<file path="config.mk">
export PLATFORM = sky130hd
export DESIGN_NAME = uart_cmd_sequencer_flat
export DESIGN_NICKNAME = d
export VERILOG_FILES = /design/src/rtl/uart_cmd_sequencer_pkg.sv /design/src/rtl/uart_cmd_sequencer_if.sv /design/src/rtl/uart_cmd_sequencer_cmd_timer.sv /design/src/rtl/uart_cmd_sequencer.sv /design/src/flat_wrapper.sv
export SDC_FILE = /design/constraint.sdc
export NUM_CORES = 1
export LEC_CHECK = 0
export CAP_MARGIN = 30
export CORE_MARGIN = 5
export CORE_UTILIZATION = 40
export CTS_BUF_LIST = sky130_fd_sc_hd__clkbuf_16
export DETAILED_ROUTE_END_ITERATION = 12
export REMOVE_ABC_BUFFERS = 1
export SYNTH_ARGS = -nofsm -noshare
export SYNTH_HDL_FRONTEND = slang
export SYNTH_SLANG_ARGS = --single-unit
export TNS_END_PERCENT = 1
</file>
<file path="constraint.sdc">
create_clock -name clk -period 3.45 [get_ports clk]
set_input_delay 0.345 -clock clk [delete_from_list [all_inputs] [get_ports clk]]
set_output_delay 0.345 -clock clk [all_outputs]
set_load 0.02 [all_outputs]
</file>
<file path="src/rtl/uart_cmd_sequencer_pkg.sv">
// Shared types and constants for the UART register-write command sequencer.
package uart_cmd_pkg;

   localparam int unsigned BYTE_W  = 8;
   localparam int unsigned WDATA_W = 16;
   localparam int unsigned TIMER_W = 20;
   localparam int unsigned PKT_LEN = 5;

   localparam logic [BYTE_W-1:0] ST_OK      = 8'h55;
   localparam logic [BYTE_W-1:0] ST_BADCHK  = 8'hEE;
   localparam logic [BYTE_W-1:0] ST_BYTE_TO = 8'hE0;
   localparam logic [BYTE_W-1:0] ST_ACK_TO  = 8'hEF;

   typedef enum logic [2:0] {
      S_IDLE,
      S_GET_ADDR,
      S_GET_DH,
      S_GET_DL,
      S_GET_CHK,
      S_ISSUE,
      S_WAIT_ACK,
      S_RESPOND
   } state_t;

   typedef struct packed {
      logic [BYTE_W-1:0]  addr;
      logic [WDATA_W-1:0] wdata;
   } reg_wr_t;

   // Expected CHK byte for an assembled packet.
   function automatic logic [BYTE_W-1:0] pkt_chk(input reg_wr_t p);
      return p.addr ^ p.wdata[WDATA_W-1:BYTE_W] ^ p.wdata[BYTE_W-1:0];
   endfunction

endpackage

</file>
<file path="src/rtl/uart_cmd_sequencer_if.sv">
// Byte-receive, register-write, status-transmit and status signals of the sequencer.
interface uart_cmd_sequencer_if;
   import uart_cmd_pkg::*;

   logic [BYTE_W-1:0]  rx_data;
   logic               rx_ready;
   logic               reg_req;
   logic [BYTE_W-1:0]  reg_addr;
   logic [WDATA_W-1:0] reg_wdata;
   logic               reg_ack;
   logic [BYTE_W-1:0]  tx_data;
   logic               tx_start;
   logic               tx_busy;
   logic               busy;
   logic [BYTE_W-1:0]  drop_cnt;

   modport master (
      input  rx_data, rx_ready, reg_ack, tx_busy,
      output reg_req, reg_addr, reg_wdata, tx_data, tx_start, busy, drop_cnt
   );

   modport slave (
      output rx_data, rx_ready, reg_ack, tx_busy,
      input  reg_req, reg_addr, reg_wdata, tx_data, tx_start, busy, drop_cnt
   );

endinterface

</file>
<file path="src/rtl/uart_cmd_sequencer_cmd_timer.sv">
// Clearable up-counter with a compare-to-limit flag, shared by byte and ACK timeouts.
module cmd_timer
   import uart_cmd_pkg::*;
(
   input  logic               clk,
   input  logic               rst_n,
   input  logic               clr,
   input  logic               en,
   input  logic [TIMER_W-1:0] limit,
   output logic               expired_c
);

   logic [TIMER_W-1:0] count;

   always_ff @(posedge clk or negedge rst_n) begin
      if (!rst_n) begin
         count <= '0;
      end else if (clr) begin
         count <= '0;
      end else if (en) begin
         count <= count + TIMER_W'(1);
      end
   end

   assign expired_c = en && (count == limit);

endmodule

</file>
<file path="src/rtl/uart_cmd_sequencer.sv">
// Assembles SYNC/ADDR/DH/DL/CHK packets, issues register writes and replies with a status byte.
module uart_cmd_sequencer
   import uart_cmd_pkg::*;
#(
   parameter logic [BYTE_W-1:0] SYNC_BYTE    = 8'hAA,
   parameter int unsigned       BYTE_TIMEOUT = 27000,
   parameter int unsigned       ACK_TIMEOUT  = 270000
) (
   input logic                  clk,
   input logic                  rst_n,
   uart_cmd_sequencer_if.master bus
);

   state_t             state;
   reg_wr_t            shadow;
   logic [BYTE_W-1:0]  status;
   logic [BYTE_W-1:0]  drop_cnt;
   logic [BYTE_W-1:0]  tx_data;
   logic [BYTE_W-1:0]  reg_addr;
   logic [WDATA_W-1:0] reg_wdata;
   logic               reg_req;
   logic               tx_start;
   logic               busy;

   logic               get_c;
   logic               tmr_en_c;
   logic               tmr_clr_c;
   logic               expired_c;
   logic               drop_c;
   logic [TIMER_W-1:0] limit_c;

   // Timer runs while collecting bytes or waiting for ACK; any accepted byte restarts it.
   assign get_c     = state inside {S_GET_ADDR, S_GET_DH, S_GET_DL, S_GET_CHK};
   assign tmr_en_c  = get_c || (state == S_WAIT_ACK);
   assign tmr_clr_c = !tmr_en_c || (get_c && bus.rx_ready);
   assign limit_c   = (state == S_WAIT_ACK) ? TIMER_W'(ACK_TIMEOUT - 1)
                                            : TIMER_W'(BYTE_TIMEOUT - 1);
   assign drop_c    = bus.rx_ready && (state inside {S_ISSUE, S_WAIT_ACK, S_RESPOND});

   cmd_timer u_cmd_timer (
      .clk       (clk),
      .rst_n     (rst_n),
      .clr       (tmr_clr_c),
      .en        (tmr_en_c),
      .limit     (limit_c),
      .expired_c (expired_c)
   );

   always_ff @(posedge clk or negedge rst_n) begin
      if (!rst_n) begin
         state     <= S_IDLE;
         shadow    <= '0;
         status    <= '0;
         drop_cnt  <= '0;
         tx_data   <= '0;
         reg_addr  <= '0;
         reg_wdata <= '0;
         reg_req   <= 1'b0;
         tx_start  <= 1'b0;
         busy      <= 1'b0;
      end else begin
         tx_start <= 1'b0;
         if (drop_c && (drop_cnt != '1)) begin
            drop_cnt <= drop_cnt + BYTE_W'(1);
         end
         case (state)
            S_IDLE: begin
               if (bus.rx_ready && (bus.rx_data == SYNC_BYTE)) begin
                  state <= S_GET_ADDR;
                  busy  <= 1'b1;
               end
            end
            S_GET_ADDR, S_GET_DH, S_GET_DL: begin
               // A byte arriving on the expiry cycle takes priority over the timeout.
               if (bus.rx_ready) begin
                  if (state == S_GET_ADDR) begin
                     shadow.addr <= bus.rx_data;
                     state       <= S_GET_DH;
                  end else if (state == S_GET_DH) begin
                     shadow.wdata[WDATA_W-1:BYTE_W] <= bus.rx_data;
                     state                          <= S_GET_DL;
                  end else begin
                     shadow.wdata[BYTE_W-1:0] <= bus.rx_data;
                     state                    <= S_GET_CHK;
                  end
               end else if (expired_c) begin
                  status <= ST_BYTE_TO;
                  state  <= S_RESPOND;
               end
            end
            S_GET_CHK: begin
               if (bus.rx_ready) begin
                  if (bus.rx_data == pkt_chk(shadow)) begin
                     state <= S_ISSUE;
                  end else begin
                     status <= ST_BADCHK;
                     state  <= S_RESPOND;
                  end
               end else if (expired_c) begin
                  status <= ST_BYTE_TO;
                  state  <= S_RESPOND;
               end
            end
            S_ISSUE: begin
               reg_addr  <= shadow.addr;
               reg_wdata <= shadow.wdata;
               reg_req   <= 1'b1;
               state     <= S_WAIT_ACK;
            end
            S_WAIT_ACK: begin
               if (bus.reg_ack) begin
                  reg_req <= 1'b0;
                  status  <= ST_OK;
                  state   <= S_RESPOND;
               end else if (expired_c) begin
                  reg_req <= 1'b0;
                  status  <= ST_ACK_TO;
                  state   <= S_RESPOND;
               end
            end
            S_RESPOND: begin
               if (!bus.tx_busy) begin
                  tx_start <= 1'b1;
                  tx_data  <= status;
                  state    <= S_IDLE;
                  busy     <= 1'b0;
               end
            end
            default: begin
               state <= S_IDLE;
               busy  <= 1'b0;
            end
         endcase
      end
   end

   assign bus.reg_req   = reg_req;
   assign bus.reg_addr  = reg_addr;
   assign bus.reg_wdata = reg_wdata;
   assign bus.tx_data   = tx_data;
   assign bus.tx_start  = tx_start;
   assign bus.busy      = busy;
   assign bus.drop_cnt  = drop_cnt;

endmodule

</file>
<file path="src/flat_wrapper.sv">
// flat-port wrapper written by rule: the top's interface ports become plain ports
module uart_cmd_sequencer_flat import uart_cmd_pkg::*;
#(
   parameter logic [BYTE_W-1:0] SYNC_BYTE    = 8'hAA,
   parameter int unsigned       BYTE_TIMEOUT = 27000,
   parameter int unsigned       ACK_TIMEOUT  = 270000
)
  (clk, rst_n, bus_rx_data, bus_rx_ready, bus_reg_ack, bus_tx_busy, bus_reg_req, bus_reg_addr, bus_reg_wdata, bus_tx_data, bus_tx_start, bus_busy, bus_drop_cnt);
  uart_cmd_sequencer_if bus_i ();
  input logic clk;
  input logic rst_n;
  input wire logic [$bits(bus_i.rx_data)-1:0] bus_rx_data;
  input wire logic [$bits(bus_i.rx_ready)-1:0] bus_rx_ready;
  input wire logic [$bits(bus_i.reg_ack)-1:0] bus_reg_ack;
  input wire logic [$bits(bus_i.tx_busy)-1:0] bus_tx_busy;
  output wire logic [$bits(bus_i.reg_req)-1:0] bus_reg_req;
  output wire logic [$bits(bus_i.reg_addr)-1:0] bus_reg_addr;
  output wire logic [$bits(bus_i.reg_wdata)-1:0] bus_reg_wdata;
  output wire logic [$bits(bus_i.tx_data)-1:0] bus_tx_data;
  output wire logic [$bits(bus_i.tx_start)-1:0] bus_tx_start;
  output wire logic [$bits(bus_i.busy)-1:0] bus_busy;
  output wire logic [$bits(bus_i.drop_cnt)-1:0] bus_drop_cnt;
  assign bus_i.rx_data = bus_rx_data;
  assign bus_i.rx_ready = bus_rx_ready;
  assign bus_i.reg_ack = bus_reg_ack;
  assign bus_i.tx_busy = bus_tx_busy;
  assign bus_reg_req = bus_i.reg_req;
  assign bus_reg_addr = bus_i.reg_addr;
  assign bus_reg_wdata = bus_i.reg_wdata;
  assign bus_tx_data = bus_i.tx_data;
  assign bus_tx_start = bus_i.tx_start;
  assign bus_busy = bus_i.busy;
  assign bus_drop_cnt = bus_i.drop_cnt;
  uart_cmd_sequencer #(.SYNC_BYTE(SYNC_BYTE), .BYTE_TIMEOUT(BYTE_TIMEOUT), .ACK_TIMEOUT(ACK_TIMEOUT)) u_core (.clk(clk), .rst_n(rst_n), .bus(bus_i));
endmodule
</file>
# == Yosys cells after proc, flatten, opt, wreduce, memory -nomap -nowiden ==
# Index checks and enable logic that the tools add are counted.
# op_classes
n_addsub,2
n_eq_ne,16
mux,28
bitwise,5
reduce_logical,24
# op_table
operator,count
two-way mux 8 bit,6
two-way mux 20 bit,2
two-way mux 3 bit,8
case mux 8 bit (3 select lines),1
"adder 20 x 1 -> 20 bit, second input constant",1
equality test 20 bit,1
two-way mux 19 bit,1
case mux 3 bit (6 select lines),1
XOR 8 bit,2
"equality test 3 bit, second input constant",4
AND reduction 4 bit,3
"adder 8 x 1 -> 8 bit, second input constant",1
equality test 8 bit,1
"equality test 8 bit, second input constant",1
"!= test 8 bit, second input constant",1
"equality test 3 x 2 -> 1 bit, second input constant",2
two-way mux 1 bit,6
AND reduction 2 bit,3
AND reduction 3 bit,2
nonzero test 2 bit,3
nonzero test 3 bit,2
logical AND 1 bit,5
"!= test 2 bit, second input constant",2
case mux 1 bit (2 select lines),2
11 further kinds,14
# totals
ff_bits,98
in_bits,13
output_inout_bits,43
wordCells,88

# == Depth between registers and ports, before layout ==
# Gate-level depths: netlist (run 1).
# depth
word_depth,7
ltp_mapped,7
ltp_nobuf,7

# == Hierarchy ==
# A second synthesis (run 1) with hierarchy kept.
# unflattened
hier_cells,412
hier_area_um2,4704.5
# by_module_without_submodules
mod,n_inst,cells_each,area_each_um2,seq_area_each_um2
uart_cmd_sequencer,1,284,3443.3,1951.9
cmd_timer,1,128,1261.2,500.5

# == Worst setup path after synthesis (run 1) ==
# OpenSTA, ideal clock, no wires.
# synth_path
path_kind,register -> register
start,register u_core.u_cmd_timer.count[3]
end,register u_core.status[1]
setup_ps,136
arrival_ps,2375
t_required_ps,3314
path_slack_ps,939
path_stages_with_launch,7
path_buffers,0
synth_period_minus_slack_ps,2511
cell_sequence,dfrtp_1 -> or4b_1 -> or4_4 -> a221oi_4 -> inv_1 -> a221oi_1 -> a21oi_1
# synth_via
elab_chain_cells,5
word_cells_on_any_way,8
classes_between,eq/ne (2); mux (4); reduce/logical (2)
# synth_lines
element,line,text
start: declaration,uart_cmd_sequencer_cmd_timer.sv:13,logic [TIMER_W-1:0] count;
start signal: assignment,uart_cmd_sequencer_cmd_timer.sv:21,count <= count + TIMER_W'(1);
equality test 20 bit (*),uart_cmd_sequencer_cmd_timer.sv:25,assign expired_c = en && (count == limit);
logical AND 1 bit (*),uart_cmd_sequencer_cmd_timer.sv:25,
two-way mux 8 bit,--,
two-way mux 8 bit (on tied branches),--,
case mux 8 bit (3 select lines),--,
end signal: assignment,uart_cmd_sequencer.sv:53,status <= '0;
end signal: assignment,uart_cmd_sequencer.sv:87,status <= ST_BYTE_TO;
end signal: assignment,uart_cmd_sequencer.sv:96,status <= ST_BADCHK;
end: declaration,uart_cmd_sequencer.sv:16,logic [BYTE_W-1:0] status;
# Mark *: on every way between the ends. The rest lies on a longest branch, timed or not. The select of a mux whose other input is x is not followed.
# A chain may end at the register's enable or synchronous reset.

# == Final worst setup path (run 1) ==
# Ends and elaborated chain as after synthesis.

==> results of run 1 <==
==> per-layer routing <==
| metal | wire length (um) | global-route usage | up-vias |
|---|---|---|---|
| met5 | 0 | 0 | - |
| li1 | - | - | 1511 |
| met2 | 4551 | 0.2330 | 66 |
| met1 | 4316 | 0.2057 | 1582 |
| met3 | 374 | 0.02487 | 13 |
| met4 | 164 | 0.06265 | 0 |
==> registers in the layout (all words and copies together) (netlist names) <==
signal,cells
u_core.bus.reg_req,1
u_core.bus.drop_cnt,8
u_core.shadow,24
u_core.bus.busy,1
u_core.bus.reg_wdata,16
u_core.state,3
u_core.u_cmd_timer.count,20
u_core.status,8
u_core.bus.tx_data,8
u_core.bus.tx_start,1
u_core.bus.reg_addr,8
==> worst max-delay path by stage <==
| stage | startpoint | to | depth (start not counted) |
|---|---|---|---|
| after global placement | u_core.u_cmd_timer.count[3] | u_core.status[1] | 6 |
| final | u_core.u_cmd_timer.count[3] | u_core.status[1] | 6 |
| after CTS | u_core.u_cmd_timer.count[3] | u_core.status[1] | 6 |
| after detailed placement | u_core.u_cmd_timer.count[3] | u_core.status[1] | 6 |
| after floorplan | u_core.u_cmd_timer.count[3] | u_core.status[1] | 6 |
| after global routing | u_core.u_cmd_timer.count[3] | u_core.status[3] | 6 |
==> metrics by stage <==
stage / worst slack [ps] / cell area (um^2) / hold WS, ps / cells
4_1_cts: 710.0 / 5589 / 188.9 / 607
5_1_grt: 545.9 / 5617 / 43.83 / 608
3_5_place_dp: 715.5 / 5270 / 458.1 / 591
3_3_place_gp: 751.7 / 5270 / 455.5 / 591
6_report: 685.8 / 5617 / 0.3027 / 608
2_1_floorplan: 938.9 / 4479 / 49.41 / 387
==> cells by family after synthesis <==
logic type,Yosys count,synth area share
adder cells (fa/ha/maj),3,0.007723
flip-flops,98,0.5407
multiplexers,50,0.1239
AO/OA/AOI/OAI,49,0.07394
AND/OR/NAND/NOR,128,0.1385
XOR/XNOR,49,0.09462
buffers and inverters,25,0.02069
==> power by group <==
group          internal, W  switching [W]  leakage [nW]  total, W
registers          0.00159       0.000314          1.22   0.00190
clock network     0.000634       0.000437         0.151   0.00107
logic              0.00113        0.00111          1.03   0.00224
==> cell type report <==
class | count | area (um^2)
multi-input combinational | 279 | 1989
timing repair buffer | 65 | 643.1
fill | 1008 | 5366
clock buffer | 9 | 225.2
inverter | 10 | 37.54
sequential | 98 | 2452
tap | 140 | 175.2
clock inverter | 7 | 93.84
==> placed cells by master (no fill, tap or decap), types with 2 or more instances in the layout <==
| cell type | count |
|---|---|
| nand3_1 | 14 |
| nor4bb_1 | 4 |
| xnor2_1 | 28 |
| or2_2 | 2 |
| clkbuf_16 | 9 |
| nand4_1 | 4 |
| a21oi_1 | 13 |
| nand3b_1 | 3 |
| o31ai_1 | 4 |
| nor3_1 | 3 |
| and2_1 | 2 |
| clkdlybuf4s50_1 | 54 |
| dfrtp_1 | 98 |
| and3_1 | 7 |
| clkinv_2 | 2 |
| nand2_1 | 37 |
| nor3b_1 | 5 |
| xor2_1 | 21 |
| inv_1 | 10 |
| clkinvlp_4 | 2 |
| bufinv_16 | 2 |
| buf_4 | 10 |
| ha_1 | 2 |
| mux2_2 | 49 |
| o21ai_0 | 11 |
| nor2_1 | 40 |
| o21a_1 | 3 |
| o22ai_1 | 3 |
==> metrics.cfg, run 1 <==
[run_status]
outcome = finished clean

[synth]
synth_common_cells = 98 x dfrtp_1, 49 x mux2_2, 40 x nor2_1, 37 x nand2_1, 28 x xnor2_1
async_reset_ff_frac = 1.000
ys_seq_area_frac = 0.5407
syn_inst = 402
synth_area_leaders = dfrtp_1 54%, mux2_2 12%, xnor2_1 5.4%, xor2_1 4.1%, nor2_1 3.3%
yosysTopAreaCellShare = 0.5407
synth_seq_cells = 98
synth_most_common_cell = dfrtp_1
syn_area_um2 = 4536
synth_top_cell_by_area = dfrtp_1
yosysWarningCount = 0
synth_edf_count = 0
synth-main-ff-cell = dfrtp_1
postSynthAreaPerCell_um2 = 11.28
synth_cell_types = 48

[pwr]
p_leak_nw = 2.404
total_power_w = 0.005210
power.density_nw_per_um2 = 927.6
peakVddDrop_v = 0.0003774

[setup_path]
r2r_start = u_core.u_cmd_timer.count[3]
worst_path_max_delay_cell = or4b_1
worst_ep_required_time_ps = 3670
cpLargestDelayFamily = simple AND/OR/NAND/NOR gates
critPathMaxStageDelay_ps = 540
worstReg2RegEnd = u_core.status[1]
reg2regPathDepth = 6
crit_arrival_ps = 2980
ff2ff_setup_slack_ps = 690
cp_num_buf_inv = 1
critPathKind = reg2reg
endpoint_kind = flop
start_kind = flop
worstPathMaxFanout = 10
cp_cell_sequence = or4b_1, or4_4, a221oi_4, inv_1, a221oi_1, a21oi_1

[timing]
hold_viol = 0
max-slew-margin-rel = 0.5878
min_period_ps = 2764
fmax_mhz = 361.8
clock_skew_ps = 6.916
worstMarginPinSlew_ps = 618.3
finalMaxSlewViolations = 0
rsz0062_at_grt = false
setup_violations = 0
setup_tns_ps = 0
fin_crit_sh = 0.8012

[clocking]
postCtsSetupBuffers = 0
cts_tree = built
cts_root_buffer = clkbuf_16
cts-buffers-inserted = 9
clk-insertion-delay-late_ps = 340
cts_buffer_depth = 2
cts_hold_buf = 0
post_cts_resized = 0
cts_num_sinks = 98
htreeDepth = 3
path_clk_slew_ps = 70

[floorplan]
core_um2 = 10980
chipWidth_um = 116.5
start_util = 0.4130
dieArea_um2 = 13570
num_io_pins = 56
die_h_um = 116.5
rows = 38

[global_route]
grt_start_max_net_pins = 75
antenna_found_initial = 0
track_usage = 0.1489
overflow = 0
grt_pass1_wl_um = 15750
grt_pass1_vias = 3097

[layout]
drive_gt1_frac = 0.1731
nets = 478
area_delta_synth_final_pct = 23.83
fin_util = 0.5114
diodes = 0

[detailed_routing]
antenna_left = 0
drcViolationCount = 0
drt_iter0_drc = 142
wl_per_cell_um = 15.47
drt-vias-per-instance = 5.217
drt_wl_total_um = 9407
routed-via-count = 3172
first_pass_iters = 4

[hold_path]
hold_class = in2async

[placement]
place.gp.congestion = 0.7846
dpl.hpwl_um = 6512
numPortBuffers = 55

[job]
drv_cap = 0

Note: power is estimated with default switching activity, not from simulation.
==> inputs of run 2 (changes only) <==
- clock period: 3.45 -> 2.23 ns (I/O delays scaled with it)
==> run 2 against run 1 <==
Critical path type unchanged. Cell count is 4.3% higher. Sequential share of layout area is 1.5 points lower. The run now ends with negative setup slack left. Combinational power increased by 61%. Clock power up 30%. Critical endpoint is now u_core.status[2].
==> metrics.cfg, run 2 (same netlist as run 1, synthesis figures left out) <==
[pwr]
pwr-share-comb = 0.454  ; +0.025
switchingPower_w = 0.002894  ; +56%
peakVddDrop_v = 0.0005917  ; +57%
p_int_w = 0.005056  ; +51%
power.density_nw_per_um2 = 1367  ; +47%
clockPowerShare = 0.175  ; -0.030
p_leak_nw = 2.544  ; +5.8%
swShare = 0.3640  ; +0.007129
power_frac_seq = 0.371  ; +0.006
total_power_w = 0.007951  ; +53%

[clocking]
cts-buffers-inserted = 9  ; unchanged
cts_tree = built
path_clk_slew_ps = 60  ; about the same
htreeDepth = 3  ; unchanged
cts_num_sinks = 98  ; unchanged
cts_root_buffer = clkbuf_16
clk-insertion-delay-late_ps = 350  ; about the same
cts_buffer_depth = 2  ; unchanged

[timing]
finalWorstSetupSlack_ps = -97.45  ; -783.3 ps
hold_viol = 0  ; unchanged
rsz0062_at_grt = true
max-slew-margin-rel = 0.5948  ; +0.006997
min_period_ps = 2327  ; -436.7 ps
worstMarginPinSlew_ps = 607.8  ; -10.50 ps
clock_skew_ps = 10.68  ; +3.760 ps
fmax_mhz = 429.7  ; +19%
finalMaxSlewViolations = 0  ; unchanged
setup_violations = 11  ; +11
fin_crit_sh = 1.044  ; +0.2425

[setup_path]
cp_cell_sequence = or4b_1, or4_4, a221oi_4, buf_4, buf_6, o31ai_1, o22ai_1
crit_start = u_core.u_cmd_timer.count[9]
start_kind = flop
worst_path_max_delay_cell = or4b_1
cp_num_buf_inv = 2  ; +1
critPathMaxStageDelay_ps = 520  ; -20 ps
cpLargestDelayFamily = simple AND/OR/NAND/NOR gates
crit_arrival_ps = 2590  ; -390 ps
worstPathMaxFanout = 4  ; -6
worst_ep_required_time_ps = 2490  ; -1180 ps
critPathKind = reg2reg
r2r_start = u_core.u_cmd_timer.count[9]
endpoint_kind = flop

[job]
drv_cap = 0  ; unchanged

[floorplan]
num_io_pins = 56  ; unchanged
core_um2 = 10980  ; unchanged
start_util = 0.4130  ; unchanged
rows = 38  ; unchanged
chipWidth_um = 116.5  ; unchanged
dieArea_um2 = 13570  ; unchanged
die_h_um = 116.5  ; unchanged

[detailed_routing]
drt-vias-per-instance = 5.013  ; -3.9%
wl_per_cell_um = 14.93  ; -3.5%
routed-via-count = 3178  ; +0.19%
drcViolationCount = 0  ; unchanged
drt_wl_total_um = 9466  ; +0.63%
first_pass_iters = 4  ; unchanged
drt_iter0_drc = 144  ; +1.4%
antenna_left = 0  ; unchanged

[placement]
dp.cells = 616  ; +4.2%
numPortBuffers = 55  ; unchanged
place.gp.congestion = 0.8408  ; +7.2%
place_area_um2 = 5483  ; +4.0%
dpl.hpwl_um = 6774  ; +4.0%
place_ws_ps = -289.7  ; -1005 ps

[global_route]
grt_pass1_wl_um = 16240  ; +3.1%
track_usage = 0.1525  ; +0.003545
grt_start_max_net_pins = 48  ; -36%
overflow = 0  ; unchanged
antenna_found_initial = 0  ; unchanged
grt_pass1_vias = 3372  ; +8.9%

[layout]
area_delta_synth_final_pct = 28.28
largestRegisters = u_core.shadow (24), u_core.u_cmd_timer.count (20), u_core.bus.reg_wdata (16)
mostFrequentLayoutCell = dfrtp_1
nets = 505  ; +5.6%
fin_util = 0.5297  ; +0.01834
final_cell_mix = 98 x dfrtp_1, 54 x clkdlybuf4s50_1, 49 x mux2_2
largest_register = u_core.shadow
stdcell_area_um2 = 5818  ; +3.6%
stdcell_count = 634  ; +4.3%
largest_register_ffs = 24  ; unchanged
diodes = 0  ; unchanged
drive_gt1_frac = 0.2247  ; +0.05162

[hold_path]
hold_class = in2async

[run_status]
outcome = finished, violations left
violations = negative setup slack

run 2: changes by cell type in the layout (fill, tap and decap cells not counted), sizes merged:
| cell | change |
|---|---|
| dlygate4sd3 | +1 |
| inv | +2 |
| clkinvlp | -1 |
| bufinv | -2 |
| buf | +26 |
run 2: stage by stage:
stage               TNS [ps]  hold slack, ps
floorplan              -1439          -72.59
global placement       -1438           274.8
detailed placement     -1976           277.1
CTS                   -640.4           478.7
global route           -2243           491.4
finish                -713.8           448.3
run 2: layer usage:
layer | global-route usage | vias up | part of all wire
li1 | - | 1570 | -
met1 | 0.2066 | 1550 | 0.47
met2 | 0.2422 | 49 | 0.48
met3 | 0.03212 | 9 | 0.034
met4 | 0.05568 | 0 | 0.012
met5 | 0 | - | 0
run 2: cell type report:
| type | instances | area, um^2 |
|---|---|---|
| well taps | 140 | 175.2 |
| fillers | 983 | 5165 |
| multi-input cells | 279 | 2029 |
| inverters | 10 | 37.54 |
| clock inverters | 6 | 33.78 |
| flip-flops and latches | 98 | 2452 |
| clock buffers | 9 | 225.2 |
| repair buffers | 92 | 864.6 |
run 2: power by group through the flow:
stage	sequential, W	combinational (W)	clock (W)
floorplan	0.00339	0.00171	0
finish	0.00295	0.00361	0.00139
detailed placement	0.00299	0.00358	0
CTS	0.00296	0.00363	0.00143
global route	0.00306	0.00395	0.00151
global placement	0.00297	0.00355	0
run 2: repair_timing:
action	in CTS	in global routing
setup endpoints to repair	12	12
pin swaps	10	4
setup buffers	2	0
hold endpoints to repair	45	0
hold buffers	1	0
resized for setup	7	6
run 2: path summary, 6_finish.rpt:
| kind | endpoint | slack, ps | depth (start not counted) |
|---|---|---|---|
| worst max-delay path | u_core.status[2] | -100 | 7 |
| worst min-delay path | u_core.bus.reg_wdata[11] | 450 | 2 |
| worst max register to register | u_core.status[2] | -100 | 7 |
| worst min register to register | u_core.bus.tx_data[0] | 480 | 2 |
| max in group asynchronous | u_core.bus.tx_data[0] | 1140 | 3 |
| min in group clk | u_core.bus.tx_data[0] | 480 | 2 |
run 2: worst reg2reg max path, stage by stage, from the launching register on:
cell	delay (ps)
dfrtp_1	370
or4b_1	520
or4_4	440
a221oi_4	410
buf_4	190
buf_6	100
o31ai_1	70
o22ai_1	160
==> inputs of run 3 (changes only) <==
- CTS_BUF_LIST: sky130_fd_sc_hd__clkbuf_16 -> default
- SETUP_SLACK_MARGIN: default -> 0.4
==> run 3 against run 2 <==
The run still ends with negative setup slack left. Via count about the same. Sequential power about the same. Cell count unchanged. Core utilization up 0.23 points. Final area up 0.43%. Die area unchanged. Worst hold slack worse by 1.3 ps. Clock-buffer cell count up 2. Setup slack better by 1.2 ps. Global-route usage unchanged. Critical path type unchanged. Largest cell class unchanged.
==> metrics.cfg, run 3 (same netlist as run 1, synthesis figures left out) <==
[run_status]
outcome = finished, violations left
violations = negative setup slack

[clocking]
cts_num_sinks = 98  ; unchanged
cts_buffer_depth = 2  ; unchanged
path_clk_slew_ps = 60  ; about the same
cts-buffers-inserted = 9  ; unchanged
cts_tree = built
cts_root_buffer = clkbuf_16
clk-insertion-delay-late_ps = 350  ; about the same
htreeDepth = 3  ; unchanged

[detailed_routing]
antenna_left = 0  ; unchanged
drt-vias-per-instance = 5.014  ; about the same
drcViolationCount = 0  ; unchanged
first_pass_iters = 4  ; unchanged
drt_iter0_drc = 155  ; +7.6%
wl_per_cell_um = 14.97  ; +0.29%
drt_wl_total_um = 9493  ; +0.29%
routed-via-count = 3179  ; +0.031%

[layout]
diodes = 0  ; unchanged
largestRegisters = u_core.shadow (24), u_core.u_cmd_timer.count (20), u_core.bus.reg_wdata (16)
largest_register_ffs = 24  ; unchanged
area_delta_synth_final_pct = 28.83
mostFrequentLayoutCell = dfrtp_1
nets = 505  ; unchanged
final_cell_mix = 98 x dfrtp_1, 54 x clkdlybuf4s50_1, 49 x mux2_2
stdcell_count = 634  ; unchanged
drive_gt1_frac = 0.2348  ; +0.01012
fin_util = 0.5320  ; +0.002279
largest_register = u_core.shadow

[timing]
max-slew-margin-rel = 0.5949  ; about the same
fmax_mhz = 429.9  ; about the same
fin_crit_sh = 1.043  ; about the same
setup_violations = 11  ; unchanged
finalMaxSlewViolations = 0  ; unchanged
rsz0062_at_grt = true
hold_viol = 0  ; unchanged
finalWorstSetupSlack_ps = -96.22  ; +1.231 ps
clock_skew_ps = 10.41  ; -0.2643 ps
min_period_ps = 2326  ; -1.231 ps
worstMarginPinSlew_ps = 607.7  ; -0.1691 ps
setup_tns_ps = -692.6  ; +21.19 ps

[hold_path]
hold_class = in2async

[floorplan]
num_io_pins = 56  ; unchanged
dieArea_um2 = 13570  ; unchanged
core_um2 = 10980  ; unchanged
rows = 38  ; unchanged
start_util = 0.4130  ; unchanged
chipWidth_um = 116.5  ; unchanged
die_h_um = 116.5  ; unchanged

[placement]
place_ws_ps = -289.7  ; unchanged
numPortBuffers = 55  ; unchanged
dpl.hpwl_um = 6774  ; unchanged
place.gp.congestion = 0.8408  ; unchanged
dp.cells = 616  ; unchanged

[job]
drv_cap = 0  ; unchanged

[global_route]
grt_use_met3 = 0.03212  ; unchanged
met1_usage = 0.2063  ; -0.0003317
grt_pass1_vias = 3374  ; +0.059%
track_usage = 0.1525  ; unchanged
busiest_layer = met2
grt_start_max_net_pins = 48  ; unchanged
grt_pass1_wl_um = 16250  ; about the same
antenna_found_initial = 0  ; unchanged
overflow = 0  ; unchanged
gr-usage-met2 = 0.2426  ; +0.0003814

[setup_path]
endpoint_kind = flop
start_kind = flop
worstPathMaxFanout = 4  ; unchanged
critPathKind = reg2reg
crit_arrival_ps = 2590  ; about the same
worst_ep_required_time_ps = 2490  ; about the same

[pwr]
p_leak_nw = 2.545  ; about the same
peakVddDrop_v = 0.0006128  ; +3.6%
power.density_nw_per_um2 = 1368  ; +0.13%

run 3: cell types whose count changed in the layout (fill, tap and decap cells not counted):
cell	previous run	this run
inv_1	10	8
nor3_1	3	1
nor3_2	0	2
clkbuf_1	0	1
clkbuf_8	0	1
clkinv_1	1	0
inv_2	1	2
nor3b_1	5	4
nor3b_2	0	1
run 3: layout make-up:
type	count	area, um^2
clock buffers	11	242.7
clock inverters	4	26.28
fillers	981	5140
inverters	10	37.54
multi-input cells	279	2044
flip-flops and latches	98	2452
well taps	140	175.2
repair buffers	92	864.6
run 3: report_power, final:
group | switching [W] | internal [W] | leakage (nW) | total (W)
Clock | 0.000647 | 0.000781 | 0.132 | 0.00143
Combinational | 0.00176 | 0.00186 | 1.19 | 0.00362
Sequential | 0.000489 | 0.00246 | 1.22 | 0.00295
Total | 0.00290 | 0.00510 | 2.55 | 0.00800
run 3: worst paths after layout:
path                                             start                        to  slack [ps]  depth (start not counted)
min in group clk                 u_core.bus.tx_data[6]     u_core.bus.tx_data[6]         480                          2
hold reg to reg                  u_core.bus.tx_data[6]     u_core.bus.tx_data[6]         480                          2
setup reg to reg           u_core.u_cmd_timer.count[9]          u_core.status[2]        -100                          7
max in group asynchronous                        rst_n     u_core.bus.tx_data[0]        1140                          3
setup / recovery           u_core.u_cmd_timer.count[9]          u_core.status[2]        -100                          7
hold / removal                                   rst_n  u_core.bus.reg_wdata[11]         450                          2
run 3: metal layers:
layer | part of all wire | vias up
li1 | - | 1568
met1 | 0.47 | 1550
met2 | 0.48 | 52
met3 | 0.038 | 9
met4 | 0.013 | 0
met5 | 0 | -
run 3: through the flow:
stage | hold WS [ps] | area [um^2] | total power [W]
final | 447.0 | 5843 | 0.007995
after CTS | 478.7 | 5796 | 0.008057
after global routing | 491.4 | 5843 | 0.008565
after detailed placement | 277.1 | 5483 | 0.006572
after global placement | 274.8 | 5483 | 0.006510
after floorplan | -72.59 | 4479 | 0.005102
run 3: critical path, cell delays in order, from the launching register on:
cell      delay (ps)
dfrtp_1          370
or4b_1           520
or4_4            440
a221oi_4         410
buf_4            190
buf_6            100
o31ai_1           70
o22ai_1          160
run 3: what timing repair did:
item	in CTS	in global routing
gates cloned	0	0
gates resized for setup	7	10
buffers inserted	2	0
endpoints found under the hold margin	45	0
pin swaps	10	4
setup endpoints to repair	12	32
hold buffers	1	0
